<file path="config.mk">
export PLATFORM = sky130hd
export DESIGN_NAME = sipo_deserializer_flat
export DESIGN_NICKNAME = d
export VERILOG_FILES = /design/src/rtl/sipo_if.sv /design/src/rtl/sipo_deserializer.sv /design/src/flat_wrapper.sv
export SDC_FILE = /design/constraint.sdc
export NUM_CORES = 1
export LEC_CHECK = 0
export BUFFER_PORTS_ARGS = -buffer_cell sky130_fd_sc_hd__buf_2
export CORE_MARGIN = 2
export CORE_UTILIZATION = 35
export CTS_CLUSTER_SIZE = 24
export DETAILED_ROUTE_END_ITERATION = 7
export MAX_ROUTING_LAYER = met4
export PLACE_DENSITY = 0.57
export RECOVER_POWER = 100
export SKIP_LAST_GASP = 1
export SLEW_MARGIN = 15
export SYNTH_ARGS = -nofsm -noshare
export SYNTH_HDL_FRONTEND = slang
export SYNTH_SLANG_ARGS = --single-unit
</file>
<file path="constraint.sdc">
create_clock -name clk -period 1.7 [get_ports clk]
set_input_delay 0.34 -clock clk [delete_from_list [all_inputs] [get_ports clk]]
set_output_delay 0.34 -clock clk [all_outputs]
set_load 0.05 [all_outputs]
</file>
<file path="src/rtl/sipo_if.sv">
// Serial-in / parallel-out link: serial bit stream in, handshaked parallel words and error pulses out.
interface sipo_if #(
    parameter int unsigned WIDTH = 8
);
    logic             serial_in;
    logic             in_valid;
    logic             in_start;
    logic [WIDTH-1:0] out_data;
    logic             out_valid;
    logic             out_ready;
    logic             overrun;
    logic             frame_err;
    logic             parity_err;

    modport master (
        output serial_in, in_valid, in_start, out_ready,
        input  out_data, out_valid, overrun, frame_err, parity_err
    );

    modport slave (
        input  serial_in, in_valid, in_start, out_ready,
        output out_data, out_valid, overrun, frame_err, parity_err
    );
endinterface

</file>
<file path="src/rtl/sipo_deserializer.sv">
// Serial-to-parallel deserializer with start-strobe framing and a one-entry valid/ready output.
// Define SIPO_PARITY_EN to expect an even-parity bit after each WIDTH-bit data frame.
module sipo_deserializer #(
    parameter int unsigned WIDTH     = 8,
    parameter bit          LSB_FIRST = 1'b1
) (
    input logic   clk,
    input logic   rst,
    sipo_if.slave bus
);
    localparam int unsigned CntW = $clog2(WIDTH);

`ifdef SIPO_PARITY_EN
    typedef enum logic [1:0] {StIdle, StShift, StParity} state_e;
`else
    typedef enum logic [0:0] {StIdle, StShift} state_e;
`endif

    state_e           state_q, state_d;
    logic [CntW-1:0]  cnt_q, cnt_d;
    logic [WIDTH-1:0] sreg_q, sreg_d;
    logic [WIDTH-1:0] data_q, data_d;
    logic             valid_q, valid_d;
    logic             ovr_q, ovr_d;
    logic             ferr_q, ferr_d;
    logic             perr_q, perr_d;
    logic             complete;
    logic [WIDTH-1:0] word;

    function automatic logic [CntW-1:0] bit_pos(input logic [CntW-1:0] idx);
        return LSB_FIRST ? idx : CntW'(WIDTH - 1) - idx;
    endfunction

    always_comb begin
        state_d  = state_q;
        cnt_d    = cnt_q;
        sreg_d   = sreg_q;
        complete = 1'b0;
        ferr_d   = 1'b0;
        perr_d   = 1'b0;
        word     = sreg_q;

        if (bus.in_valid) begin
            if (bus.in_start) begin
                // A start strobe always opens a new frame, aborting any partial one.
                ferr_d                 = (state_q != StIdle);
                sreg_d                 = '0;
                sreg_d[bit_pos('0)]    = bus.serial_in;
                cnt_d                  = CntW'(1);
                state_d                = StShift;
            end else begin
                unique case (state_q)
                    StIdle: ;
                    StShift: begin
                        word[bit_pos(cnt_q)] = bus.serial_in;
                        sreg_d               = word;
                        cnt_d                = cnt_q + CntW'(1);
                        if (cnt_q == CntW'(WIDTH - 1)) begin
                            cnt_d = '0;
`ifdef SIPO_PARITY_EN
                            state_d = StParity;
`else
                            complete = 1'b1;
                            sreg_d   = '0;
                            state_d  = StIdle;
`endif
                        end
                    end
`ifdef SIPO_PARITY_EN
                    StParity: begin
                        complete = 1'b1;
                        perr_d   = (^sreg_q) ^ bus.serial_in;
                        sreg_d   = '0;
                        state_d  = StIdle;
                    end
`endif
                    default: state_d = StIdle;
                endcase
            end
        end
    end

    // Output register: a completing word loads if the slot is free or being drained this cycle.
    always_comb begin
        data_d  = data_q;
        valid_d = valid_q;
        ovr_d   = 1'b0;
        if (complete) begin
            if (!valid_q || bus.out_ready) begin
                data_d  = word;
                valid_d = 1'b1;
            end else begin
                ovr_d = 1'b1;
            end
        end else if (valid_q && bus.out_ready) begin
            valid_d = 1'b0;
        end
    end

    always_ff @(posedge clk or posedge rst) begin
        if (rst) begin
            state_q <= StIdle;
            cnt_q   <= '0;
            sreg_q  <= '0;
            data_q  <= '0;
            valid_q <= 1'b0;
            ovr_q   <= 1'b0;
            ferr_q  <= 1'b0;
            perr_q  <= 1'b0;
        end else begin
            state_q <= state_d;
            cnt_q   <= cnt_d;
            sreg_q  <= sreg_d;
            data_q  <= data_d;
            valid_q <= valid_d;
            ovr_q   <= ovr_d;
            ferr_q  <= ferr_d;
            perr_q  <= perr_d;
        end
    end

    assign bus.out_data  = data_q;
    assign bus.out_valid = valid_q;
    assign bus.overrun   = ovr_q;
    assign bus.frame_err = ferr_q;
`ifdef SIPO_PARITY_EN
    assign bus.parity_err = perr_q;
`else
    assign bus.parity_err = 1'b0;
`endif

endmodule

</file>
<file path="src/flat_wrapper.sv">
// flat-port wrapper written by rule: the top's interface ports become plain ports
module sipo_deserializer_flat 
#(
    parameter int unsigned WIDTH     = 8,
    parameter bit          LSB_FIRST = 1'b1
)
  (clk, rst, bus_serial_in, bus_in_valid, bus_in_start, bus_out_ready, bus_out_data, bus_out_valid, bus_overrun, bus_frame_err, bus_parity_err);
  sipo_if #(.WIDTH(WIDTH)) bus_i ();
  input logic clk;
  input logic rst;
  input wire logic [$bits(bus_i.serial_in)-1:0] bus_serial_in;
  input wire logic [$bits(bus_i.in_valid)-1:0] bus_in_valid;
  input wire logic [$bits(bus_i.in_start)-1:0] bus_in_start;
  input wire logic [$bits(bus_i.out_ready)-1:0] bus_out_ready;
  output wire logic [$bits(bus_i.out_data)-1:0] bus_out_data;
  output wire logic [$bits(bus_i.out_valid)-1:0] bus_out_valid;
  output wire logic [$bits(bus_i.overrun)-1:0] bus_overrun;
  output wire logic [$bits(bus_i.frame_err)-1:0] bus_frame_err;
  output wire logic [$bits(bus_i.parity_err)-1:0] bus_parity_err;
  assign bus_i.serial_in = bus_serial_in;
  assign bus_i.in_valid = bus_in_valid;
  assign bus_i.in_start = bus_in_start;
  assign bus_i.out_ready = bus_out_ready;
  assign bus_out_data = bus_i.out_data;
  assign bus_out_valid = bus_i.out_valid;
  assign bus_overrun = bus_i.overrun;
  assign bus_frame_err = bus_i.frame_err;
  assign bus_parity_err = bus_i.parity_err;
  sipo_deserializer #(.WIDTH(WIDTH), .LSB_FIRST(LSB_FIRST)) u_core (.clk(clk), .rst(rst), .bus(bus_i));
endmodule
</file>
## Word-level counts from Yosys, hierarchy flattened

Cells that the tools add are included.

- Flip-flop bits (word level): 23
- Latch bits: 0
- Memory bits (writable): 0
- Bits in read-only memories: 0
- Input bits: 6
- Memories: 0

- Add/subtract/negate cells: 1
- Multiply operators: 0
- Div/mod/pow operators: 0
- Magnitude comparators: 2
- Equality and inequality tests: 2
- Shift operators: 0
- Muxes and demuxes: 26
- Bitwise logic cells: 0
- Reduce and logical (&&, ||, !) cells: 9

Operator list:

| kind | number |
|---|---|
| two-way mux 8 bit | 6 |
| two-way mux 1 bit | 15 |
| two-way mux 3 bit | 3 |
| bitwise mux 8 bit | 1 |
| AND reduction 2 bit | 3 |
| less-than comparator 3 x 4 -> 1 bit (second input constant) | 1 |
| nonzero test 2 bit | 2 |
| adder 3 x 1 -> 3 bit (second input constant) | 1 |
| demux 1 bit (select 3 bit) | 1 |
| == test 3 bit (second input constant) | 1 |
| greater-or-equal comparator 3 x 1 -> 1 bit (second input constant) | 1 |
| logical AND 1 bit | 2 |
| != test 2 bit (second input constant) | 1 |
| logical NOT 1 bit | 1 |
| logical OR 1 bit | 1 |

## Logic depth before layout (Yosys ltp)

- Word-level depth: 8
- Mapped depth: 6

## Worst setup path before layout

OpenSTA, ideal clock, no wires.

- Path type: reg2reg
- From: register u_core.cnt_q[0]
- To: register u_core.data_q[6] (netlist: u_core.bus.out_data[6])
- Setup time: 0.125 ns
- Arrival: 1.413 ns
- Slack: 0.162 ns
- Cell stages (with the launch flop): 7
- Path buffers: 1
- Period minus slack after synthesis: 1.538 ns
- Cell sequence: dfrtp_1 > ha_1 > ha_1 > nand4b_4 > nor2b_2 > buf_6 > mux2_4

- Word-level cells in the longest chain between the ends: 8
- Elaborated cells on any way between the ends: 15
- Those cells by class: 2 x order compare; 1 x eq/ne; 10 x mux; 2 x reduce/logical

RTL lines:

| item | line | source |
|---|---|---|
| start, declared | sipo_deserializer.sv:20 | `logic [CntW-1:0] cnt_q, cnt_d;` |
| start signal, assigned | sipo_deserializer.sv:112 | `cnt_q <= cnt_d;` |
| less-than comparator 3 x 4 -> 1 bit (implied by the code) / greater-or-equal comparator 3 x 1 -> 1 bit (equally long branches) | sipo_deserializer.sv:55 | `word[bit_pos(cnt_q)] = bus.serial_in;` |
| logical AND 1 bit (implied by the code) | sipo_deserializer.sv:55 |  |
| two-way mux 1 bit (implied by the code) | sipo_deserializer.sv:55 |  |
| demux 1 bit (select 3 bit) | -- |  |
| bitwise mux 8 bit | sipo_deserializer.sv:55 |  |
| two-way mux 8 bit | sipo_deserializer.sv:52 | `unique case (state_q)` |
| two-way mux 8 bit | sipo_deserializer.sv:44 | `if (bus.in_start) begin` |
| two-way mux 8 bit | sipo_deserializer.sv:43 | `if (bus.in_valid) begin` |
| end signal, assigned | sipo_deserializer.sv:114 | `data_q <= data_d;` |
| end, declared | sipo_deserializer.sv:22 | `logic [WIDTH-1:0] data_q, data_d;` |

Parallel ways exist; a longest one is shown, timed or not.
A chain may end at the register's enable or synchronous reset.

## Worst setup path in the final report

- From: register u_core.cnt_q[0]
- To: register u_core.sreg_q[5]

- Word-level cells in the longest chain between the ends: 8
- Elaborated cells on any way between the ends: 10
- Those cells by class: 2 x order compare; 1 x eq/ne; 6 x mux; 1 x reduce/logical

RTL lines:

| item | line | source |
|---|---|---|
| less-than comparator 3 x 4 -> 1 bit (implied by the code) / greater-or-equal comparator 3 x 1 -> 1 bit (equally long branches) | sipo_deserializer.sv:55 |  |
| logical AND 1 bit (implied by the code) | sipo_deserializer.sv:55 |  |
| two-way mux 1 bit (implied by the code) | sipo_deserializer.sv:55 |  |
| demux 1 bit (select 3 bit) | -- |  |
| bitwise mux 8 bit | sipo_deserializer.sv:55 |  |
| two-way mux 8 bit (*) | sipo_deserializer.sv:58 | `if (cnt_q == CntW'(WIDTH - 1)) begin` |
| two-way mux 8 bit (*) | sipo_deserializer.sv:52 |  |
| two-way mux 8 bit (*) | sipo_deserializer.sv:44 |  |
| end signal, assigned | sipo_deserializer.sv:113 | `sreg_q <= sreg_d;` |
| end, declared | sipo_deserializer.sv:21 | `logic [WIDTH-1:0] sreg_q, sreg_d;` |

Mark *: on every way between the ends. The rest lies on a longest branch, timed or not. The select of a mux whose other input is x is not followed.

==> results.yml <==
placed_design:
  dp_hpwl_um: 1530
  place_ws_ps: 85.2
  gp_congestion: 0.742
  port_buffers: 16
  post-place-cells: 157
detailed_routing:
  avgViaCountPerCell: 4.65
  drc: 0
  wl_um: 2140
  dr.first_iter.drc_count: 27
  ant_nets: 0
  avgRoutedWirePerCell_um: 13.3
  firstDrtPassIters: 4
  route.vias.total: 749
yosys:
  yosysTopAreaCell: "dfrtp_1"
  post_synth.cell_area_avg_um2: 11.7
  ys_ff_latch: 23
  ys_warn_count: 0
  synth_area_um2: 1150
  ys_top_cells_by_area: "dfrtp_1 50%, mux2i_1 10%, mux2_4 5.2%"
  synth.distinct_cells: 29
  synthCells: 98
  ys_seq_area_share_pct: 50.1
  synth_edf_count: 0
  synth_top_flop_cell: "dfrtp_1"
  async_flop_share_pct: 100
  yosysTopAreaCellShare_pct: 50.1
  synth_nets: 106
timing:
  fin_ws_ps: 89.3
  drv_slew: 0
  setup_tns_ps: 0
  fin_skew_ps: 9.44
  min_period_ps: 1610
  worstMarginPinSlew_ps: 1220
  rsz0062_at_grt: "false"
  fin_crit_sh_pct: 94.7
  relSlewSlack_pct: 18.3
  setup_viol: 0
  hold_viol: 0
  fmax_mhz: 621
finish:
  final_core_util_pct: 41.7
  nets: 126
  antennaDiodeCount: 0
  fill_cells: 312
  area_delta_synth_final_pct: 11.5
  final_cell_count_no_fill: 161
  drive_above_1_share_pct: 18.8
critical_path:
  slowest_delay_ps: 450
  critPathMaxFanout: 6
  critical_path.top_delay_family: "simple AND/OR/NAND/NOR gates"
  reg2reg_from: "u_core.cnt_q[0]$_DFFE_PP0P_"
  crit_arrival_ps: 1860
  crit_chain: "ha_1 -> ha_2 -> clkbuf_1 -> or3_4 -> o21ai_0"
  end_kind: "flip-flop"
  worstSetupPathType: "reg -> reg"
  required_ps: 1950
  critPathBufInv: 1
  worst_path_max_delay_cell: "or3_4"
  critPathLaunch: "u_core.cnt_q[0]$_DFFE_PP0P_"
  worstSetupStartpointType: "flip-flop"
clocking:
  cts_tree: "yes"
  cts_max_level: 1
  cts_buffers: 3
  clockBufferDepth: 2
  post_cts_resized: 0
  worstSkewPairLatency_ps: 310
  clock-sinks: 23
  postCtsSetupBuffers: 0
  cts-root-buf: "clkbuf_4"
  holdBufCountCts: 0
  clkTransAtPathRegs_ps: 130
floorplan:
  core_area_um2: 3080
  die_area_um2: 3760
  num_rows: 20
  die_h_um: 61.3
  io_pins: 18
  start_util_pct: 37.4
  die_x_um: 61.3
global_routing:
  overflow: 0
  grt_pass1_wl_um: 3530
  track_usage_pct: 13.7
  grt_pass1_vias: 732
  grt_max_degree: 24
  antenna_found_initial: 0
pwr:
  p_leak_nw: 0.620
  power.density_nw_per_um2: 1040
  irDropWorstVdd_uv: 443
hold_path:
  hp-start: "bus_out_ready"
  hold_path.class: "in -> reg"
flow_run:
  drv_cap: 0
run_status:
  status: "finished clean"
==> kinds of logic (layout without fill, tap and decap cells) <==
| kind of cell | count (synthesis) | in the layout | share of synthesized area [%] |
|---|---|---|---|
| AND/OR/NAND/NOR | 26 | 26 | 15.3 |
| other | 1 | 1 | 0.326 |
| flip-flops | 23 | 23 | 50.1 |
| multiplexers | 16 | 16 | 15.7 |
| buffers and inverters | 16 | 35 | 7.72 |
| AO/OA/AOI/OAI | 14 | 14 | 8.71 |
| adder cells (fa/ha/maj) | 2 | 2 | 2.18 |
==> placed cells by master (no fill, tap or decap), types with 3 or more instances in the layout <==
cell	n
mux2i_1	12
buf_2	5
o21ai_1	5
clkbuf_4	3
nand2_1	10
a32o_1	3
dfrtp_1	23
clkbuf_1	14
mux2_4	3
inv_1	8
nor3b_1	4
buf_4	3
==> per-layer routing <==
| metal | track usage, % | share of wire [%] |
|---|---|---|
| met1 | 17.9 | 49 |
| met2 | 20.8 | 47 |
| met3 | 1.89 | 2.1 |
| met4 | 6.52 | 1.3 |
| met5 | - | 0 |
==> sequential cells by signal, indices dropped and copies added, names as in the netlist <==
| register | count |
|---|---|
| u_core.bus.frame_err | 1 |
| u_core.bus.out_data | 8 |
| u_core.bus.out_valid | 1 |
| u_core.bus.overrun | 1 |
| u_core.cnt_q | 3 |
| u_core.sreg_q | 8 |
| u_core.state_q | 1 |
==> per-stage QoR <==
step | hold WS, ps | area [um2] | power, W
after global routing | 339 | 1280 | 0.00141
after CTS | 35.9 | 1310 | 0.00136
after floorplan | 342 | 1150 | 0.00101
after global placement | 393 | 1280 | 0.00110
after detailed placement | 398 | 1280 | 0.00111
final | 333 | 1280 | 0.00133
==> final cells by class <==
cell class	count	area [um2]	share of cell area, %
multi-input cells	59	489	38.1
repair buffers	23	105	8.20
clock buffers	3	22.5	1.76
clock inverters	1	5.00	0.390
flip-flops and latches	23	576	44.9
inverters	8	30.0	2.34
well taps	44	55.1	4.29
==> where the power goes <==
group          switching (W)  internal [W]  leakage [nW]
Combinational       0.000303      0.000123         0.321
Sequential         0.0000381      0.000616         0.281
Clock               0.000164     0.0000880        0.0177
==> cell usage after synthesis (all sizes together) (2+ instances only) <==
| master | number |
|---|---|
| dfrtp | 23 |
| clkbuf | 2 |
| buf | 6 |
| a22o | 2 |
| nor3b | 4 |
| nand2 | 10 |
| ha | 2 |
| inv | 8 |
| a32o | 3 |
| mux2 | 4 |
| nand3b | 3 |
| nor2 | 2 |
| mux2i | 12 |
| o21ai | 8 |
==> path summary, 6_finish.rpt <==
| path | end | slack, ps | cells after the start |
|---|---|---|---|
| worst max-delay path | u_core.sreg_q[5]$_DFFE_PP0P_ | 90 | 5 |
| worst min-delay path | u_core.bus.overrun$_DFF_PP0_ | 330 | 3 |
| worst max register to register | u_core.sreg_q[5]$_DFFE_PP0P_ | 90 | 5 |
| worst min register to register | u_core.sreg_q[1]$_DFFE_PP0P_ | 500 | 2 |
| max in group asynchronous | u_core.cnt_q[1]$_DFFE_PP0P_ | 580 | 3 |
| min in group asynchronous | u_core.sreg_q[2]$_DFFE_PP0P_ | 400 | 3 |
==> worst register-to-register path, delay by kind of cell, from the launching register on <==
| kind | cells | cell delay [ps] |
|---|---|---|
| AOI/OAI and AO/OA | 1 | 170 |
| adders and majority gates | 2 | 400 |
| buffers and inverters | 1 | 140 |
| DFF | 1 | 400 |
| and+or+nand+nor | 1 | 450 |
(Power assumes the default switching activity.)
